===== config.mk =====
export PLATFORM = sky130hd
export DESIGN_NAME = identify_unit_flat
export DESIGN_NICKNAME = d
export VERILOG_FILES = /design/src/rtl/identify_unit_if.sv /design/src/rtl/identify_unit.sv /design/src/flat_wrapper.sv
export SDC_FILE = /design/constraint.sdc
export NUM_CORES = 1
export LEC_CHECK = 0
export BUFFER_PORTS_ARGS = -buffer_cell sky130_fd_sc_hd__buf_2
export CORE_MARGIN = 2
export CORE_UTILIZATION = 21
export DETAILED_ROUTE_END_ITERATION = 8
export PLACE_DENSITY = 0.92
export SLEW_MARGIN = 40
export SYNTH_ARGS = -nofsm -noshare
export SYNTH_HDL_FRONTEND = slang
export SYNTH_SLANG_ARGS = --single-unit

===== constraint.sdc =====
create_clock -name vclk -period 2
set_input_delay 0.6 -clock vclk [all_inputs]
set_output_delay 0.6 -clock vclk [all_outputs]
set_load 0.01 [all_outputs]

===== src/rtl/identify_unit_if.sv =====
// Fetch-slot / branch-unit bundle for identify_unit; o_branch_count exists only
// when IDENTIFY_BRANCH_COUNT_EN is defined.
interface identify_unit_if;
  logic        i_en;
  logic [0:63] i_instr;
  logic [0:31] o_bu_instr;
  logic        o_bu_en;
  logic        o_bu_i_form;
  logic        o_bu_b_form;
  logic        o_bu_cond_LR;
  logic        o_bu_cond_CTR;
  logic        o_bu_cond_TAR;
`ifdef IDENTIFY_BRANCH_COUNT_EN
  logic [31:0] o_branch_count;
`endif

  // Fetch side drives the slot and observes the branch-unit outputs.
  modport master (
    output i_en,
    output i_instr,
    input  o_bu_instr,
    input  o_bu_en,
    input  o_bu_i_form,
    input  o_bu_b_form,
    input  o_bu_cond_LR,
    input  o_bu_cond_CTR,
`ifdef IDENTIFY_BRANCH_COUNT_EN
    input  o_branch_count,
`endif
    input  o_bu_cond_TAR
  );

  modport slave (
    input  i_en,
    input  i_instr,
    output o_bu_instr,
    output o_bu_en,
    output o_bu_i_form,
    output o_bu_b_form,
    output o_bu_cond_LR,
    output o_bu_cond_CTR,
`ifdef IDENTIFY_BRANCH_COUNT_EN
    output o_branch_count,
`endif
    output o_bu_cond_TAR
  );
endinterface


===== src/rtl/identify_unit.sv =====
// Combinational Power ISA branch identifier feeding the branch unit.
// Optional registered branch counter enabled by IDENTIFY_BRANCH_COUNT_EN.
module identify_unit (
  input  logic             i_clk,
  input  logic             i_rst,
  identify_unit_if.slave   bus
);

  localparam logic [5:0] PO_B      = 6'd18;
  localparam logic [5:0] PO_BC     = 6'd16;
  localparam logic [5:0] PO_XL     = 6'd19;
  localparam logic [9:0] XO_BCLR   = 10'd16;
  localparam logic [9:0] XO_BCCTR  = 10'd528;
  localparam logic [9:0] XO_BCTAR  = 10'd560;

  logic [5:0] w_po;
  logic [9:0] w_xo;
  logic       w_valid;
  logic       w_clsI;
  logic       w_clsB;
  logic       w_clsLR;
  logic       w_clsCTR;
  logic       w_clsTAR;
  logic       w_isBranch;
  logic       w_buEn;

  assign w_po    = bus.i_instr[0:5];
  assign w_xo    = bus.i_instr[21:30];
  assign w_valid = bus.i_en & ~i_rst;

  // Only PO and XO select a class, so unknown bits elsewhere cannot leak in.
  always_comb begin
    w_clsI   = 1'b0;
    w_clsB   = 1'b0;
    w_clsLR  = 1'b0;
    w_clsCTR = 1'b0;
    w_clsTAR = 1'b0;
    case (w_po)
      PO_B:  w_clsI = 1'b1;
      PO_BC: w_clsB = 1'b1;
      PO_XL: begin
        case (w_xo)
          XO_BCLR:  w_clsLR  = 1'b1;
          XO_BCCTR: w_clsCTR = 1'b1;
          XO_BCTAR: w_clsTAR = 1'b1;
          default:  ;
        endcase
      end
      default: ;
    endcase
  end

  assign w_isBranch = w_clsI | w_clsB | w_clsLR | w_clsCTR | w_clsTAR;
  assign w_buEn     = w_valid & w_isBranch;

  assign bus.o_bu_en       = w_buEn;
  assign bus.o_bu_i_form   = w_valid & w_clsI;
  assign bus.o_bu_b_form   = w_valid & w_clsB;
  assign bus.o_bu_cond_LR  = w_valid & w_clsLR;
  assign bus.o_bu_cond_CTR = w_valid & w_clsCTR;
  assign bus.o_bu_cond_TAR = w_valid & w_clsTAR;
  assign bus.o_bu_instr    = w_buEn ? bus.i_instr[0:31] : 32'h0;

`ifdef IDENTIFY_BRANCH_COUNT_EN
  logic [31:0] r_branch_count;

  // Counts accepted branches; reset wins over increment, wrap is natural.
  always_ff @(posedge i_clk) begin
    if (i_rst)
      r_branch_count <= 32'h0;
    else if (w_buEn)
      r_branch_count <= r_branch_count + 32'd1;
  end

  assign bus.o_branch_count = r_branch_count;

  logic w_unused;
  assign w_unused = &{1'b0, bus.i_instr[32:63]};
`else
  logic w_unused;
  assign w_unused = &{1'b0, i_clk, bus.i_instr[32:63]};
`endif

endmodule


===== src/flat_wrapper.sv =====
// flat-port wrapper written by rule: the top's interface ports become plain ports
module identify_unit_flat 
  (i_clk, i_rst, bus_i_en, bus_i_instr, bus_o_bu_instr, bus_o_bu_en, bus_o_bu_i_form, bus_o_bu_b_form, bus_o_bu_cond_LR, bus_o_bu_cond_CTR, bus_o_bu_cond_TAR);
  identify_unit_if bus_i ();
  input  logic i_clk;
  input  logic i_rst;
  input wire logic [$bits(bus_i.i_en)-1:0] bus_i_en;
  input wire logic [$bits(bus_i.i_instr)-1:0] bus_i_instr;
  output wire logic [$bits(bus_i.o_bu_instr)-1:0] bus_o_bu_instr;
  output wire logic [$bits(bus_i.o_bu_en)-1:0] bus_o_bu_en;
  output wire logic [$bits(bus_i.o_bu_i_form)-1:0] bus_o_bu_i_form;
  output wire logic [$bits(bus_i.o_bu_b_form)-1:0] bus_o_bu_b_form;
  output wire logic [$bits(bus_i.o_bu_cond_LR)-1:0] bus_o_bu_cond_LR;
  output wire logic [$bits(bus_i.o_bu_cond_CTR)-1:0] bus_o_bu_cond_CTR;
  output wire logic [$bits(bus_i.o_bu_cond_TAR)-1:0] bus_o_bu_cond_TAR;
  assign bus_i.i_en = bus_i_en;
  assign bus_i.i_instr = bus_i_instr;
  assign bus_o_bu_instr = bus_i.o_bu_instr;
  assign bus_o_bu_en = bus_i.o_bu_en;
  assign bus_o_bu_i_form = bus_i.o_bu_i_form;
  assign bus_o_bu_b_form = bus_i.o_bu_b_form;
  assign bus_o_bu_cond_LR = bus_i.o_bu_cond_LR;
  assign bus_o_bu_cond_CTR = bus_i.o_bu_cond_CTR;
  assign bus_o_bu_cond_TAR = bus_i.o_bu_cond_TAR;
  identify_unit u_core (.i_clk(i_clk), .i_rst(i_rst), .bus(bus_i));
endmodule

# Yosys cells after proc, flatten, opt, wreduce, memory -nomap -nowiden
# Cells that the tools add are included.
# word_totals
ff_bits,0
inputBits,67
# classes
n_eq_ne,6
n_mux,9
bitwise_logic,12
# ops
op,count
$mux W32,1
$eq A10 B10 Y1 const B,2
$eq A6 B5 Y1 const B,3
$eq A10 B5 Y1 const B,1
$mux W1,8
$and A1 B1 Y1,7
$or A1 B1 Y1,4
$not A1 Y1,1

# Depth between registers and ports, before layout
# Gate-level depths: netlist (run 1).
# depth
ltp_word,8
depth_mapped,5
mapped_depth_nobuf,4

# Least setup slack after synthesis (run 1)
# OpenSTA, ideal clock, no wires.
# synth_path
path_type,input port to output port
startpoint,input port bus_i_instr[39]
endpoint,output port bus_o_bu_instr[0]
t_arrival_ns,1.610
required_ns,1.400
setup_slack_ns,-0.210
cell_stages,5
path_buffers,1
path_cell_list,nor4b_1 and3_2 a41oi_4 buf_6 nor2_1
# synth_via
elab_chain_cells,8
word_cells_on_any_way,14
cone_classes,eq/ne: 3; mux: 7; bitwise: 4
# synth_lines
element,line,text
"start, declared",flat_wrapper.sv:8,input wire logic [$bits(bus_i.i_instr)-1:0] bus_i_instr;
$eq A10 B5 Y1,identify_unit.sv:42,case (w_xo)
$mux W1,identify_unit.sv:42,
$mux W1,identify_unit.sv:38,case (w_po)
$or A1 B1 Y1 (2 in series),identify_unit.sv:53,assign w_isBranch = w_clsI | w_clsB | w_clsLR | w_clsCTR | w_clsTAR;
$or A1 B1 Y1 (*),identify_unit.sv:53,
$and A1 B1 Y1 (*),identify_unit.sv:54,assign w_buEn = w_valid & w_isBranch;
$mux W32 (*),identify_unit.sv:62,assign bus.o_bu_instr = w_buEn ? bus.i_instr[0:31] : 32'h0;
"end, declared",flat_wrapper.sv:9,output wire logic [$bits(bus_i.o_bu_instr)-1:0] bus_o_bu_instr;
# Mark *: on every way between the ends. The rest lies on a longest branch, timed or not.

# Final worst setup path (run 1)
# layout_path
startpoint,input port bus_i_instr[39]
endpoint,output port bus_o_bu_cond_CTR
# layout_via
elab_chain_cells,4
# layout_lines
element,line,text
$eq A10 B10 Y1,identify_unit.sv:42,
$mux W1,identify_unit.sv:42,
$mux W1,identify_unit.sv:38,
$and A1 B1 Y1,identify_unit.sv:60,assign bus.o_bu_cond_CTR = w_valid & w_clsCTR;
"end, declared",flat_wrapper.sv:14,output wire logic [$bits(bus_i.o_bu_cond_CTR)-1:0] bus_o_bu_cond_CTR;
# Every way passes these cells.

==> out/qor.yml, run 1 <==
layout:
  seq_cells: 0
  diodes: 0
  nets: 231
  nClkBuffers: 0
  drive_gt1_share_pct: 77.8
  syn_to_final_growth_pct: 214
  seq_area_um2: 0
  stdcell_area_um2: 1360
route:
  vias_per_cell: 4.38
  ant_nets: 0
  drtIter0Drc: 10
  wl_per_cell_um: 11.2
  vias: 828
  dr.pass1.iters: 4
  routed_wl_um: 2110
  drc: 0
logic_synthesis:
  ys_top_cells_by_count: "28 x nand2_1, 27 x nor2_1"
  yosysMostFrequentCell: "nand2_1"
  ys_seq_area_share_pct: 0
  yosys.area.top_type_share_pct: 24.2
  yosysWarnings: 0
  synth_area_um2: 434
  synth_area_leader_cell: "nand2_1"
  postSynthCellCount: 83
  synth.distinct_cells: 20
  postSynthAreaPerCell_um2: 5.23
  yosys-top-cells-area: "nand2_1 24%, nor2_1 23%, a41oi_4 6.3%, nor4b_4 5.5%, and3_2 5.2%"
grt:
  first_global_vias: 789
  grt_pass1_wl_um: 3350
  track_usage_pct: 16.8
  antenna_found_initial: 0
  overflow: 0
  grt_start_max_net_pins: 19
sta:
  finalCritPeriodShare_pct: 121
  period_minus_slack_ns: 2.41
  max_freq_mhz: 414
  worst_slack_ns: -0.415
  grt_setup_unrepaired: "yes"
  finalMaxSlewViolations: 0
  final_hold_viol_count: 0
  final.setup.tns_ns: -12.23
  setup_viol: 35
die:
  core_um2: 1960
  die_h_um: 49.5
  initial_core_util_pct: 22.1
  io_pins: 105
  die_area_um2: 2450
  fp.dieW_um: 49.5
  num_rows: 16
power_and_ir_drop:
  power_leakage_nw: 0.589
  powerDensity_nw_per_um2: 94.7
  total_power_mw: 0.129
  ir_worst_vdd_v: 0.0000770
outcome:
  outcome: "complete, but fails checks"
  violations: "setup timing"
placement:
  dpl.hpwl_um: 1660
  numPortBuffers: 69
  placed_cell_area_um2: 1080
  routabilityCongestion: 0.738
  post-place-ws_ns: -0.474
critical_path:
  worstPathRequired_ns: 1.40
  max_stage_delay_ns: 0.26
  crit_top_cell: "buf_6"
  path_class: "primary input to primary output"
  cp-startpoint: "bus_i_instr[39]"
  crit_path_end_kind: "primary output"
  endpoint: "bus_o_bu_cond_CTR"
  worstSetupStartpointType: "primary input"
  cp_slowest_cell: "nor4b_4"
  crit_chain: "buf_6 -> nor4b_4 -> and3_4 -> nand4_1 -> buf_6 -> nor3_4 -> buf_2"
  arrival_ns: 1.81
  cp_max_fo: 3
job:
  drv_cap: 0
min_path:
  hold_path_startpoint: "bus_i_instr[49]"
  hp-class: "primary input to primary output"
clock_tree:
  cts_hold_buf: 0
[cells by family after synthesis]
family                 after synthesis  share of synthesized area (%)
AND/OR/NAND/NOR                     71                           77.8
buffers and inverters                9                           13.8
AO/OA/AOI/OAI                        2                           7.49
other                                1                          0.864
[worst min-delay path by stage]
stage | cells after the start | endpoint
6_report | 4 | bus_o_bu_instr[17]
3_5_place_dp | 4 | bus_o_bu_instr[25]
5_1_grt | 4 | bus_o_bu_instr[13]
2_1_floorplan | 1 | bus_o_bu_cond_CTR
3_3_place_gp | 4 | bus_o_bu_instr[23]
4_1_cts | 4 | bus_o_bu_instr[25]
[critical path: cells and delay by family]
family	cells	cell delay, ns
simple gates	4	0.78
buf+inv	3	0.43
[cell type report]
type               instances  area [µm²]
fillers                  170         601
repair buffers            85         708
well taps                 27        33.8
inverters                  1        3.75
multi-input cells         76         616
[per-layer routing]
layer	vias up	routed length [µm]	track usage (%)
met5	-	0	0
met4	0	14	1.39
met3	2	137	1.21
met2	38	1260	37.8
met1	370	699	16.5
li1	418	-	-
[where the power goes]
group	switching (mW)	internal (mW)	total, mW	leakage (nW)
logic	0.0647	0.0643	0.129	0.589
registers	0	0	0	0
clock network	0	0	0	0
[stage by stage]
stage | cells | utilization, % | hold WS, ns
3_3_place_gp | 187 | 55.2 | 1.49
4_1_cts | 189 | 66.5 | 1.51
3_5_place_dp | 187 | 55.2 | 1.50
5_1_grt | 189 | 69.4 | 1.55
2_1_floorplan | 85 | - | 1.23
6_report | 189 | 69.4 | 1.54
[placed cells by master, fill, tap and decap left out]
cell type / count
nor3_2: 2
buf_12: 3
a41oi_4: 1
nor4b_4: 2
nand4_1: 1
nor2_2: 2
and3_4: 3
nor3b_2: 1
buf_2: 38
and2b_4: 1
nor2b_2: 1
nand2_1: 28
and2_2: 1
and2b_2: 2
nor3_4: 1
buf_4: 10
inv_1: 1
nor2_4: 23
a21oi_2: 1
nor2_1: 3
conb_1: 3
buf_6: 34
[timing repair]
action                                  4_1_cts  5_1_grt
setup buffers                                 2        0
pin swaps                                     9        3
cloned                                        0        0
gates resized for setup                      36       12
endpoints found under the setup margin       35       35
Power figures use the tool's default switching activity.
==> inputs of run 2 (changes only) <==
- SETUP_SLACK_MARGIN: not set -> 0.1
==> run 2 against run 1 <==
- the flow still finishes with violations (setup timing)
- combinational power barely moved
- worst hold slack worse by 0.027 ns
- global-route usage grew 0.13 points
- design area increased by 0.18%
- routed wire length is 5.3% higher
- largest power group unchanged
- sequential cell count stayed put
- cell count up 1.1%
- clock-buffer cell count stayed put
- critical path type unchanged
==> out/qor.yml, run 2 (same netlist as run 1, synthesis figures left out) <==
grt:
  grt_start_max_net_pins: 21  # +2
  overflow: 0  # unchanged
  grt_pass1_wl_um: 3370  # +0.63%
  track_usage_pct: 16.9  # +0.13 points
  first_global_vias: 797  # +1.0%
  antenna_found_initial: 0  # unchanged
critical_path:
  crit_path_end_kind: "primary output"
  crit_top_cell: "buf_12"
  cp_slowest_cell: "nor4b_4"
  worstPathRequired_ns: 1.40  # about the same
  cp_max_fo: 8  # +5
  path_class: "primary input to primary output"
  crit_chain: "buf_6 -> nor4b_4 -> and3_4 -> a41oi_4 -> buf_12 -> buf_12 -> nor2_2 -> buf_2"
  max_stage_delay_ns: 0.26  # about the same
  arrival_ns: 1.85  # +0.04 ns
  worstSetupStartpointType: "primary input"
layout:
  nClkBuffers: 0  # unchanged
  fin_util_pct: 69.5  # +0.13 points
  layout_commonest_cell: "buf_2"
  seq_cells: 0  # unchanged
  seq_area_um2: 0  # unchanged
  drive_gt1_share_pct: 78.0  # +0.27 points
  final_cells: 191  # +1.1%
  diodes: 0  # unchanged
  most-common-layout-cells: "43 x buf_2, 28 x buf_6, 27 x nand2_1, 21 x nor2_4, 11 x buf_4"
  nets: 233  # +0.87%
  syn_to_final_growth_pct: 214
min_path:
  holdPathStages: 4  # unchanged
  hp-class: "primary input to primary output"
  hold_path_startpoint: "bus_i_instr[57]"
  hold_path_end: "bus_o_bu_instr[25]"
outcome:
  violations: "setup timing"
  outcome: "complete, but fails checks"
power_and_ir_drop:
  powerDensity_nw_per_um2: 94.7  # about the same
  power_leakage_nw: 0.622  # +5.7%
  ir_worst_vdd_v: 0.0000756  # -1.8%
route:
  drtIter0Drc: 1  # -9
  dr.pass1.iters: 3  # -1
  vias_per_cell: 4.34  # -0.93%
  wl_per_cell_um: 11.6  # +4.2%
  vias: 829  # +0.12%
  routed_wl_um: 2220  # +5.3%
  ant_nets: 0  # unchanged
  drc: 0  # unchanged
sta:
  grt_setup_unrepaired: "yes"
  final.setup.tns_ns: -13.46  # -1.23 ns
  setup_viol: 35  # unchanged
  finalMaxSlewViolations: 0  # unchanged
  max_freq_mhz: 408  # -1.4%
  period_minus_slack_ns: 2.45  # +0.0342 ns
  final_hold_viol_count: 0  # unchanged
  finalCritPeriodShare_pct: 122  # +1.7 points
  worst_slack_ns: -0.449  # -0.0342 ns
placement:
  numPortBuffers: 69  # unchanged
  post-place-ws_ns: -0.505  # -0.0306 ns
  dpl.hpwl_um: 1520  # -8.6%
  place_inst: 186  # -0.53%
  routabilityCongestion: 0.742  # +0.50%
die:
  core_um2: 1960  # unchanged
  die_area_um2: 2450  # unchanged
  num_rows: 16  # unchanged
  fp.dieW_um: 49.5  # unchanged
  io_pins: 105  # unchanged
  die_h_um: 49.5  # unchanged
  initial_core_util_pct: 22.1  # unchanged
clock_tree:
  cts_hold_buf: 0  # unchanged
job:
  drv_cap: 0  # unchanged
## run 2: cell types whose count changed in the layout (fill, tap and decap cells not counted)
cell	change
nand2_4	+1
buf_16	+1
buf_4	+1
buf_6	-6
nor2_1	+1
nor2_2	+1
buf_2	+5
nand2_1	-1
nor2_4	-2
buf_8	+1
## run 2: stage by stage
| stage | instance area [µm²] | hold slack, ns | total power [mW] |
|---|---|---|---|
| 6_report | 1360 | 1.51 | 0.129 |
| 3_5_place_dp | 1070 | 1.50 | 0.109 |
| 2_1_floorplan | 646 | 1.23 | 0.0537 |
| 5_1_grt | 1360 | 1.51 | 0.139 |
| 3_3_place_gp | 1070 | 1.49 | 0.107 |
| 4_1_cts | 1320 | 1.50 | 0.126 |
## run 2: layer usage
layer / part of all wire [%] / wire length (µm) / GRT usage (%) / up-vias
met5: 0 / 0 / 0 / -
met3: 6.9 / 153 / 0.909 / 0
met4: 0 / 0 / 0 / 0
li1: - / - / - / 417
met2: 58 / 1300 / 37.4 / 40
met1: 35 / 767 / 17.9 / 372
## run 2: what timing repair did
action / 4_1_cts / 5_1_grt
endpoints found under the setup margin: 35 / 35
buffers inserted: 3 / 4
cloned: 2 / 0
pin swaps: 12 / 8
resized for setup: 30 / 13
## run 2: worst max-delay path, delay by kind of cell
family	cells	cell delay, ns
and+or+nand+nor	3	0.57
buffers and inverters	4	0.54
AOI/OAI and AO/OA	1	0.14
## run 2: worst max path at each step
stage / cells past startpoint / from / endpoint
2_1_floorplan: 5 / bus_i_instr[39] / bus_o_bu_instr[0]
3_3_place_gp: 7 / bus_i_instr[39] / bus_o_bu_instr[27]
3_5_place_dp: 7 / bus_i_instr[39] / bus_o_bu_instr[27]
4_1_cts: 8 / bus_i_instr[63] / bus_o_bu_instr[27]
5_1_grt: 8 / bus_i_instr[60] / bus_o_bu_instr[0]
6_report: 8 / bus_i_instr[41] / bus_o_bu_instr[27]
## run 2: area by class of cell
| type | count | area, µm² |
|---|---|---|
| multi-input combinational | 76 | 611 |
| inverter | 1 | 3.75 |
| tap | 27 | 33.8 |
| fill | 171 | 598 |
| timing repair buffer | 87 | 716 |
## run 2: report_power, final
part / internal [mW] / switching, mW / total, mW
Sequential: 0 / 0 / 0
Combinational: 0.0638 / 0.0653 / 0.129
Clock: 0 / 0 / 0
Total: 0.0638 / 0.0653 / 0.129
